**src/rtl/seg_pkg.sv**
```systemverilog
// Shared types and constants for the 7-segment digit sequencer.
// Latency: n/a (types, constants and a pure helper function only).
// Backpressure: n/a.
package seg_pkg;

    typedef enum logic [1:0] {
        ST_IDLE = 2'd0,
        ST_SHOW = 2'd1,
        ST_GAP  = 2'd2
    } state_t;

    localparam logic [6:0] SEG_BLANK = 7'h00;

    // Hex font, bit order gfedcba, active high.
    localparam logic [6:0] HEX_FONT [16] = '{
        7'h3F, 7'h06, 7'h5B, 7'h4F,   // 0 1 2 3
        7'h66, 7'h6D, 7'h7D, 7'h07,   // 4 5 6 7
        7'h7F, 7'h6F, 7'h77, 7'h7C,   // 8 9 A b
        7'h39, 7'h5E, 7'h79, 7'h71    // C d E F
    };

    // Index of the most significant non-zero hex digit; 0 for an all-zero value,
    // so a zero value still shows a single "0".
    function automatic int highest_nonzero_digit(input logic [31:0] value, input int digits);
        int pos;
        pos = 0;
        for (int d = 0; d < 8; d++) begin
            if (d < digits && value[d*4 +: 4] != 4'h0) begin
                pos = d;
            end
        end
        return pos;
    endfunction

endpackage

```
**src/rtl/hex_to_seg7.sv**
```systemverilog
// Combinational 4-bit hex digit to 7-segment pattern decoder (gfedcba).
// Latency: 0 cycles, purely combinational.
// Backpressure: none.
module hex_to_seg7
    import seg_pkg::*;
(
    input  logic [3:0] i_nibble,
    output logic [6:0] o_seg
);

    assign o_seg = HEX_FONT[i_nibble];

endmodule

```
**src/rtl/seg_digit_sequencer.sv**
```systemverilog
// Shows a loaded hex value one digit at a time (MSB first) on a 7-segment display,
// each digit held DWELL cycles then blanked GAP cycles; optional repeat.
// Latency: first digit on the cycle after load acceptance; all outputs registered.
// Backpressure: load_ready high in IDLE (and in the last digit's gap while repeating);
// loads offered while load_ready is low are dropped, not queued.
// Build option SEG_LEADING_ZERO_BLANK_EN: skip leading zero digits.
module seg_digit_sequencer
    import seg_pkg::*;
#(
    parameter int DIGITS = 4,
    parameter int DWELL  = 100,
    parameter int GAP    = 50
) (
    input  logic                  clk,
    input  logic                  rst_n,
    input  logic                  load_valid,
    input  logic [4*DIGITS-1:0]   load_data,
    output logic                  load_ready,
    input  logic                  repeat_en,
    input  logic                  stop,
    output logic [6:0]            segments,
    output logic                  dp,
    output logic                  busy,
    output logic                  done
);

    localparam int IW   = $clog2(DIGITS);
    localparam int MAXC = (DWELL > GAP) ? DWELL : GAP;
    localparam int CW   = $clog2(MAXC + 1);

    localparam logic [IW-1:0] IDX_MSB    = IW'(DIGITS - 1);
    localparam logic [CW-1:0] DWELL_LAST = CW'(DWELL - 1);
    localparam logic [CW-1:0] GAP_LAST   = CW'(GAP - 1);

    state_t                r_state;
    logic [IW-1:0]         r_idx;
    logic [IW-1:0]         r_start;
    logic [4*DIGITS-1:0]   r_val;
    logic [CW-1:0]         r_cnt;
    logic [6:0]            r_segments;
    logic                  r_dp;
    logic                  r_busy;
    logic                  r_done;
    logic                  r_load_ready;

    state_t                w_nxt_state;
    logic [IW-1:0]         w_nxt_idx;
    logic [IW-1:0]         w_nxt_start;
    logic [4*DIGITS-1:0]   w_nxt_val;
    logic [CW-1:0]         w_nxt_cnt;
    logic                  w_nxt_done;
    logic                  w_step;
    logic                  w_accept;
    logic [IW-1:0]         w_load_start;
    logic [3:0]            w_digit;
    logic [6:0]            w_seg;

    assign w_accept = load_valid & r_load_ready;

`ifdef SEG_LEADING_ZERO_BLANK_EN
    assign w_load_start = IW'(highest_nonzero_digit(32'(load_data), DIGITS));
`else
    assign w_load_start = IDX_MSB;
`endif

    // Next-state evaluation: dwell/gap timing, digit stepping, repeat and reload.
    always_comb begin
        w_nxt_state = r_state;
        w_nxt_idx   = r_idx;
        w_nxt_start = r_start;
        w_nxt_val   = r_val;
        w_nxt_cnt   = r_cnt;
        w_nxt_done  = 1'b0;
        w_step      = 1'b0;

        case (r_state)
            ST_IDLE: begin
                w_nxt_state = ST_IDLE;
            end
            ST_SHOW: begin
                if (r_cnt == DWELL_LAST) begin
                    if (GAP == 0) begin
                        w_step = 1'b1;
                    end else begin
                        w_nxt_state = ST_GAP;
                        w_nxt_cnt   = '0;
                    end
                end else begin
                    w_nxt_cnt = r_cnt + 1'b1;
                end
            end
            ST_GAP: begin
                if (r_cnt == GAP_LAST) begin
                    w_step = 1'b1;
                end else begin
                    w_nxt_cnt = r_cnt + 1'b1;
                end
            end
            default: begin
                w_nxt_state = ST_IDLE;
            end
        endcase

        // End of one digit's slot: next digit, wrap for repeat, or finish.
        if (w_step) begin
            w_nxt_cnt = '0;
            if (r_idx != '0) begin
                w_nxt_idx   = r_idx - 1'b1;
                w_nxt_state = ST_SHOW;
            end else if (repeat_en) begin
                w_nxt_idx   = r_start;
                w_nxt_state = ST_SHOW;
            end else begin
                w_nxt_state = ST_IDLE;
                w_nxt_done  = 1'b1;
            end
        end

        // A load (only possible in IDLE or the repeating final gap) overrides
        // the step, so a reload never produces a done pulse.
        if (w_accept) begin
            w_nxt_val   = load_data;
            w_nxt_start = w_load_start;
            w_nxt_idx   = w_load_start;
            w_nxt_cnt   = '0;
            w_nxt_state = ST_SHOW;
            w_nxt_done  = 1'b0;
        end
    end

    assign w_digit = w_nxt_val[{w_nxt_idx, 2'b00} +: 4];

    hex_to_seg7 u_font (
        .i_nibble (w_digit),
        .o_seg    (w_seg)
    );

    // State register with outputs registered from the next state; reset and
    // stop both return to idle and discard the latched value.
    always_ff @(posedge clk) begin
        if (!rst_n || stop) begin
            r_state      <= ST_IDLE;
            r_idx        <= '0;
            r_start      <= '0;
            r_val        <= '0;
            r_cnt        <= '0;
            r_segments   <= SEG_BLANK;
            r_dp         <= 1'b0;
            r_busy       <= 1'b0;
            r_done       <= 1'b0;
            r_load_ready <= 1'b1;
        end else begin
            r_state      <= w_nxt_state;
            r_idx        <= w_nxt_idx;
            r_start      <= w_nxt_start;
            r_val        <= w_nxt_val;
            r_cnt        <= w_nxt_cnt;
            r_segments   <= (w_nxt_state == ST_SHOW) ? w_seg : SEG_BLANK;
            r_dp         <= (w_nxt_state == ST_SHOW) && (w_nxt_idx == '0);
            r_busy       <= (w_nxt_state != ST_IDLE);
            r_done       <= w_nxt_done;
            r_load_ready <= (w_nxt_state == ST_IDLE) ||
                            ((w_nxt_state == ST_GAP) && (w_nxt_idx == '0) && repeat_en);
        end
    end

    assign segments   = r_segments;
    assign dp         = r_dp;
    assign busy       = r_busy;
    assign done       = r_done;
    assign load_ready = r_load_ready;

endmodule

```
**config.mk**
```make
export PLATFORM = sky130hd
export DESIGN_NAME = seg_digit_sequencer
export DESIGN_NICKNAME = d
export VERILOG_FILES = /design/src/rtl/seg_pkg.sv /design/src/rtl/hex_to_seg7.sv /design/src/rtl/seg_digit_sequencer.sv
export SDC_FILE = /design/constraint.sdc
export NUM_CORES = 1
export LEC_CHECK = 0
export BUFFER_PORTS_ARGS = -buffer_cell sky130_fd_sc_hd__buf_2
export CORE_AREA = 4 4 65 67
export CTS_CLUSTER_SIZE = 30
export DETAILED_ROUTE_END_ITERATION = 8
export DIE_AREA = 0 0 69 71
export MAX_ROUTING_LAYER = met4
export PLACE_DENSITY_LB_ADDON = 0.15
export SKIP_LAST_GASP = 1
export SLEW_MARGIN = 20
export SYNTH_ARGS = -nofsm -noshare
export SYNTH_HDL_FRONTEND = slang
export SYNTH_SLANG_ARGS = --single-unit
```
**constraint.sdc**
```tcl
create_clock -name clk -period 4.9 [get_ports clk]
set_clock_uncertainty 0.2 [all_clocks]
set_input_delay 0.49 -clock clk [delete_from_list [all_inputs] [get_ports clk]]
set_output_delay 0.49 -clock clk [all_outputs]
set_load 0.05 [all_outputs]
```
======== Word level (Yosys, flattened, before mapping) ========
Memories as Yosys holds them, arrays and structs flattened. A register that Yosys moved wholly into a read port is not among the register bits.
Index checks and enable logic that the tools add are counted.
word-level totals
  bits in registers ....................... 32
  bits in read-only memories .............. 112
  bits of input ports ..................... 21
  output and inout port bits .............. 11
  memories ................................ 1
memory list
  name             words  bits a word  read ports  clocked after Yosys merged registers in  write ports  line               text
  (no name shown)  16     7            1           1                                        0            hex_to_seg7.sv:11  assign o_seg = HEX_FONT[i_nibble];
cells by class
  $add $sub $neg .......................... 2
  eq/ne operators ......................... 7
  shift operators ......................... 1
  mux-type cells .......................... 17
  bitwise logic cells ..................... 4
  reductions and logical operators ........ 15
operator list
  cell                 number
  $mux 16              1
  $shiftx 16x5->4      1
  $mux 2               7
  $mux 7               2
  $pmux 7 s2           1
  $add 7x1->7 const B  1
  $eq 7x6->1 const B   1
  $eq 7x7->1 const B   1
  $reduce_bool 2->1    3
  $mux 1               5
  $not 4->5            1
  $eq 2x1->1 const B   2
  $eq 2x2->1 const B   2
  $logic_not 2->1      2
  $pmux 2 s2           1
  $reduce_or 4->1      1
  $logic_and 1x1->1    3
  $reduce_or 3->1      1
  $logic_or 1x1->1     2
  $ne 2x2->1 const B   1
  $not 1->1            2
  $reduce_and 2->1     1
  $reduce_or 2->1      1
  $sub 2x1->2 const B  1
  2 further kinds      2

======== Longest topological paths before layout ========
  depth in word-level cells ............... 9
  gate-level depth with buffers ........... 13
  gate-level depth less buffers ........... 12

======== Modules after synthesis ========
From an unflattened synthesis, not the netlist that was laid out.
unflattened totals
  cell total of the unflattened synthesis .. 236
  area, all modules ....................... 2,082.0 um^2
modules (own cells, without submodules)
  module               instances  cells each  area each (um^2)
  seg_digit_sequencer  1          203         1,794.2
  hex_to_seg7          1          33          287.8

======== Worst setup path after synthesis ========
Ideal clock, no wire load.
  kind .................................... register to register
  start point ............................. register r_cnt[2]
  end point ............................... register r_segments[1] (netlist: segments[1])
  arrival time ............................ 2.877 ns
  data required time ...................... 4.567 ns
  setup slack ............................. 1.690 ns
  stages on the path, launching flop included .. 12
  buffers on the path ..................... 1
  cell sequence ........................... dfxtp_1 > or4b_1 > buf_2 > or3_4 > nand3_4 > mux2_1 > o221ai_1 > ha_1 > nor2_1 > nand3_1 > o21ai_0 > a221oi_1
between the ends
  word-level cells in the longest chain between the ends .. 8
ends and longest elaborated chain
  item                                                                     line                        text
  from (decl)                                                              seg_digit_sequencer.sv:39   logic [CW-1:0] r_cnt;
  from (signal assigned)                                                   seg_digit_sequencer.sv:157  r_cnt <= w_nxt_cnt;
  parallel branches: the longest is 8 deep, another holds $shiftx 16x5->4  --
  to (decl)                                                                seg_digit_sequencer.sv:40   logic [6:0] r_segments;
Several ways; the timed one is not identified.
A chain may end at the register's enable or synchronous reset.

======== Worst setup path after layout ========
  start point ............................. register r_state[0]
  end point ............................... register r_segments[0] (netlist: segments[0])
between the ends
  word-level cells in the longest chain between the ends .. 7
ends and longest elaborated chain
  item                                                                     line                        text
  from (decl)                                                              seg_digit_sequencer.sv:35   state_t r_state;
  from (signal assigned)                                                   seg_digit_sequencer.sv:153  r_state <= w_nxt_state;
  parallel branches: the longest is 7 deep, another holds $shiftx 16x5->4  --
Several ways; the timed one is not identified.

==> results_dict.tcl <==
set metrics [dict create \
    layout_common_cells "sky130_fd_sc_hd__dfxtp_1 (39), sky130_fd_sc_hd__nand2_1 (35), sky130_fd_sc_hd__buf_2 (31), sky130_fd_sc_hd__nor2_1 (26), sky130_fd_sc_hd__a21oi_1 (24)" \
    critical_path.endpoint_type "register" \
    post_synth_top_area_cell "sky130_fd_sc_hd__dfxtp_1" \
    worstHoldPathCells 3 \
    drive_above_1_share_pct 18.28 \
    fin_ws_ps 1073 \
    synth_seq_cells 39 \
    final.setup.tns_ps 0 \
    initial_utilization_pct 59.78 \
    reg2reg_from "r_state[0]" \
    drt-wirelength-per-cell_um 13.98 \
    via_per_inst 5.769 \
    required_ps 4930 \
    yosysUniqueCellTypes 58 \
    synth_edf_count 0 \
    timing.final.setup_violations 0 \
    whs_endpoint "r_val[3]" \
    first_pass_iters 4 \
    worstRegToRegCells 12 \
    worst_pin_slew_ps 876.4 \
    globalRouteOverflowTotal 0 \
    cpPeakStageDelay_ps 570 \
    synth_warnings 0 \
    post_synth_inst_count 261 \
    portBuffers 31 \
    cts_hold_buf 0 \
    floorplan.rows 22 \
    cp.arrival_ps 3860 \
    n_antenna_cell 0 \
    path_cells "inv_1 > ha_1 > nand4b_1 > or3_4 > nand3_4 > mux2_1 > o221ai_1 > inv_1 > ha_1 > nor3_1 > a22oi_1 > nand3_1" \
    post_cts.repair.setup_buffers 0 \
    cts_resized 0 \
    htree_num_levels 2 \
    mostFrequentLayoutCell "sky130_fd_sc_hd__dfxtp_1" \
    final.min_clock_period_ps 3827 \
    report.final.hold_viol_count 0 \
    clockRootBuffer "sky130_fd_sc_hd__clkbuf_8" \
    global_route.usage.total_pct 20.94 \
    clock_sink_count 39 \
    pwr_density_cell_mw_per_mm2 270.4 \
    placement.setup.worst_slack_ps 1228 \
    r2r_end "segments[0]" \
    areaGrowthSynthToFinish_pct 11.92 \
    cts_buffers 5 \
    final_max_slew_viol_count 0 \
    r2r_setup_slack_ps 1070 \
    route.final.wire_length_um 4724 \
    place_hpwl_um 3559 \
    max_freq_ghz 0.2613 \
    critical_path_peak_fanout 12 \
    clockBufferDepth 2 \
    syn_area_mm2 0.002172 \
    swShare_pct 28.83 \
    status "completed" \
    clk_transition_reported_paths_ps 80 \
    cellLeakagePower_nw 0.9670 \
    rsz_0062_raised_after_global_routing "no" \
    synthFlopType "sky130_fd_sc_hd__dfxtp_1" \
    cellInternalPower_uw 467.7 \
    drv_cap 0 \
    switchingPower_uw 189.5 \
    ant_nets 0 \
    combPwrFrac_pct 18.1 \
    vias 1950 \
    first_global_vias 1811 \
    finalCoreUtilization_pct 66.91 \
    max-slew-margin-rel_pct 41.57 \
    timing.hold.worst.start "load_data[3]" \
    grt_max_degree 27 \
    per_instance_average_area_after_synthesis_um2 8.322 \
    share_clk_of_total_power_pct 31.1 \
    dr.first_iter.drc_count 196 \
    cp_slowest_cell "sky130_fd_sc_hd__or3_4" \
    peakVddDrop_mv 0.2602 \
    grt_pass1_wl_um 8259 \
    critPathTopFamily "simple AND/OR/NAND/NOR gates" \
    critical_path.n_buffers_inverters 2 \
    syn-num-nets 294 \
    hp-class "input pin to register" \
    post-route-period-util_pct 78.10 \
    fp.dieArea_mm2 0.004899 \
    fp.dieW_um 69 \
    gp_congestion 0.8869 \
    postSynth.asyncResetShare_pct 0 \
    clock_tree_from_tritoncts "done" \
    route.detailed.drc 0 \
    clk_latency_ps 290 \
    antenna_violations_before_repair 0 \
    worstSetupPathType "register to register" \
    core-area_mm2 0.003633 \
    register_area_share_after_synthesis_pct 35.94 \
    synthDominantCellAreaShare_pct 35.94 \
    fin_nets 322 \
    netlist_top_cells_area "sky130_fd_sc_hd__dfxtp_1 (36%), sky130_fd_sc_hd__ha_1 (6.9%), sky130_fd_sc_hd__nand2_1 (6.0%)" \
    share_seq_of_total_power_pct 50.7 \
    design.portCount 32 \
    die_height_um 71 \
    worstSetupStartpointType "register" \
]
worst reg2reg max path: stages (launching register included):
cell and delay [ps]:
sky130_fd_sc_hd__dfxtp_1 320, sky130_fd_sc_hd__inv_1 90, sky130_fd_sc_hd__ha_1 230, sky130_fd_sc_hd__nand4b_1 430, sky130_fd_sc_hd__or3_4 570, sky130_fd_sc_hd__nand3_4 160
sky130_fd_sc_hd__mux2_1 350, sky130_fd_sc_hd__o221ai_1 480, sky130_fd_sc_hd__inv_1 210, sky130_fd_sc_hd__ha_1 280, sky130_fd_sc_hd__nor3_1 210, sky130_fd_sc_hd__a22oi_1 120
sky130_fd_sc_hd__nand3_1 100
stage by stage:
stage | total power [mW] | cell area (um2) | hold WS (ps) | cells
final | 0.6572 | 2431 | 235.3 | 338
after global routing | 0.6922 | 2431 | 232.1 | 338
after CTS | 0.6613 | 2431 | 234.0 | 338
after detailed placement | 0.4580 | 2350 | 247.8 | 330
after global placement | 0.4562 | 2350 | 243.4 | 330
after floorplan | 0.4275 | 2172 | 231.9 | 261
layout make-up:
class                   count  area [um2]
multi-input cells         205        1324
fillers                   336        1202
flip-flops and latches     39       780.7
repair buffers             32       162.7
clock buffers               7       76.32
well taps                  48       60.06
inverters                   6       22.52
clock inverters             1       5.005
logic make-up after synthesis:
group,synth area share (%)
simple gates,26.56
compound gates,20.57
flops,35.94
buf+inv,3.110
fa+ha+maj,6.912
mux,5.300
xor+xnor,1.613
layer usage:
metal	part of all wire [%]	track usage, %
met1	50	27.58
met2	44	31.99
met3	5.4	4.688
met4	1.0	6.508
met5	0	-
sequential cells by signal, indices dropped and copies added (netlist names):
| name | cells |
|---|---|
| load_ready | 1 |
| r_start | 1 |
| segments | 7 |
| r_val | 16 |
| done | 1 |
| r_state | 2 |
| r_idx | 2 |
| r_cnt | 7 |
| dp | 1 |
| busy | 1 |
Yosys cell counts, drive strengths merged (2+ instances only):
library cell  instances
nand4                 3
o221a                 2
mux2i                 7
and3                  6
xor2                  4
o31ai                 3
mux2                  4
ha                   12
o221ai                2
a211oi                5
nor4                  2
nor3                 11
or3                   3
nand3                 9
a21oi                26
o21a                  3
nand2b                2
nor2                 27
nor3b                 2
inv                   6
a22oi                 2
or2                   3
or4                   3
clkbuf                8
o21ai                12
buf                   3
nand2                35
dfxtp                39
how the worst max path moves through the flow:
stage               cells after the start       start           to  slack (ps)
floorplan                              11    r_cnt[2]  segments[1]        1690
global placement                       12  r_state[0]  segments[0]        1370
detailed placement                     12  r_state[0]  segments[0]        1230
CTS                                    12  r_state[0]  segments[0]        1130
global route                           12  r_state[0]  segments[0]         740
finish                                 12  r_state[0]  segments[0]        1070
power groups by stage:
stage | clock network [mW] | registers (mW) | logic, mW
floorplan | 0 | 0.354 | 0.0738
global placement | 0 | 0.340 | 0.116
detailed placement | 0 | 0.341 | 0.118
CTS | 0.209 | 0.333 | 0.119
global route | 0.226 | 0.334 | 0.132
finish | 0.205 | 0.333 | 0.119
No activity file was read; power rests on OpenSTA's default activity.
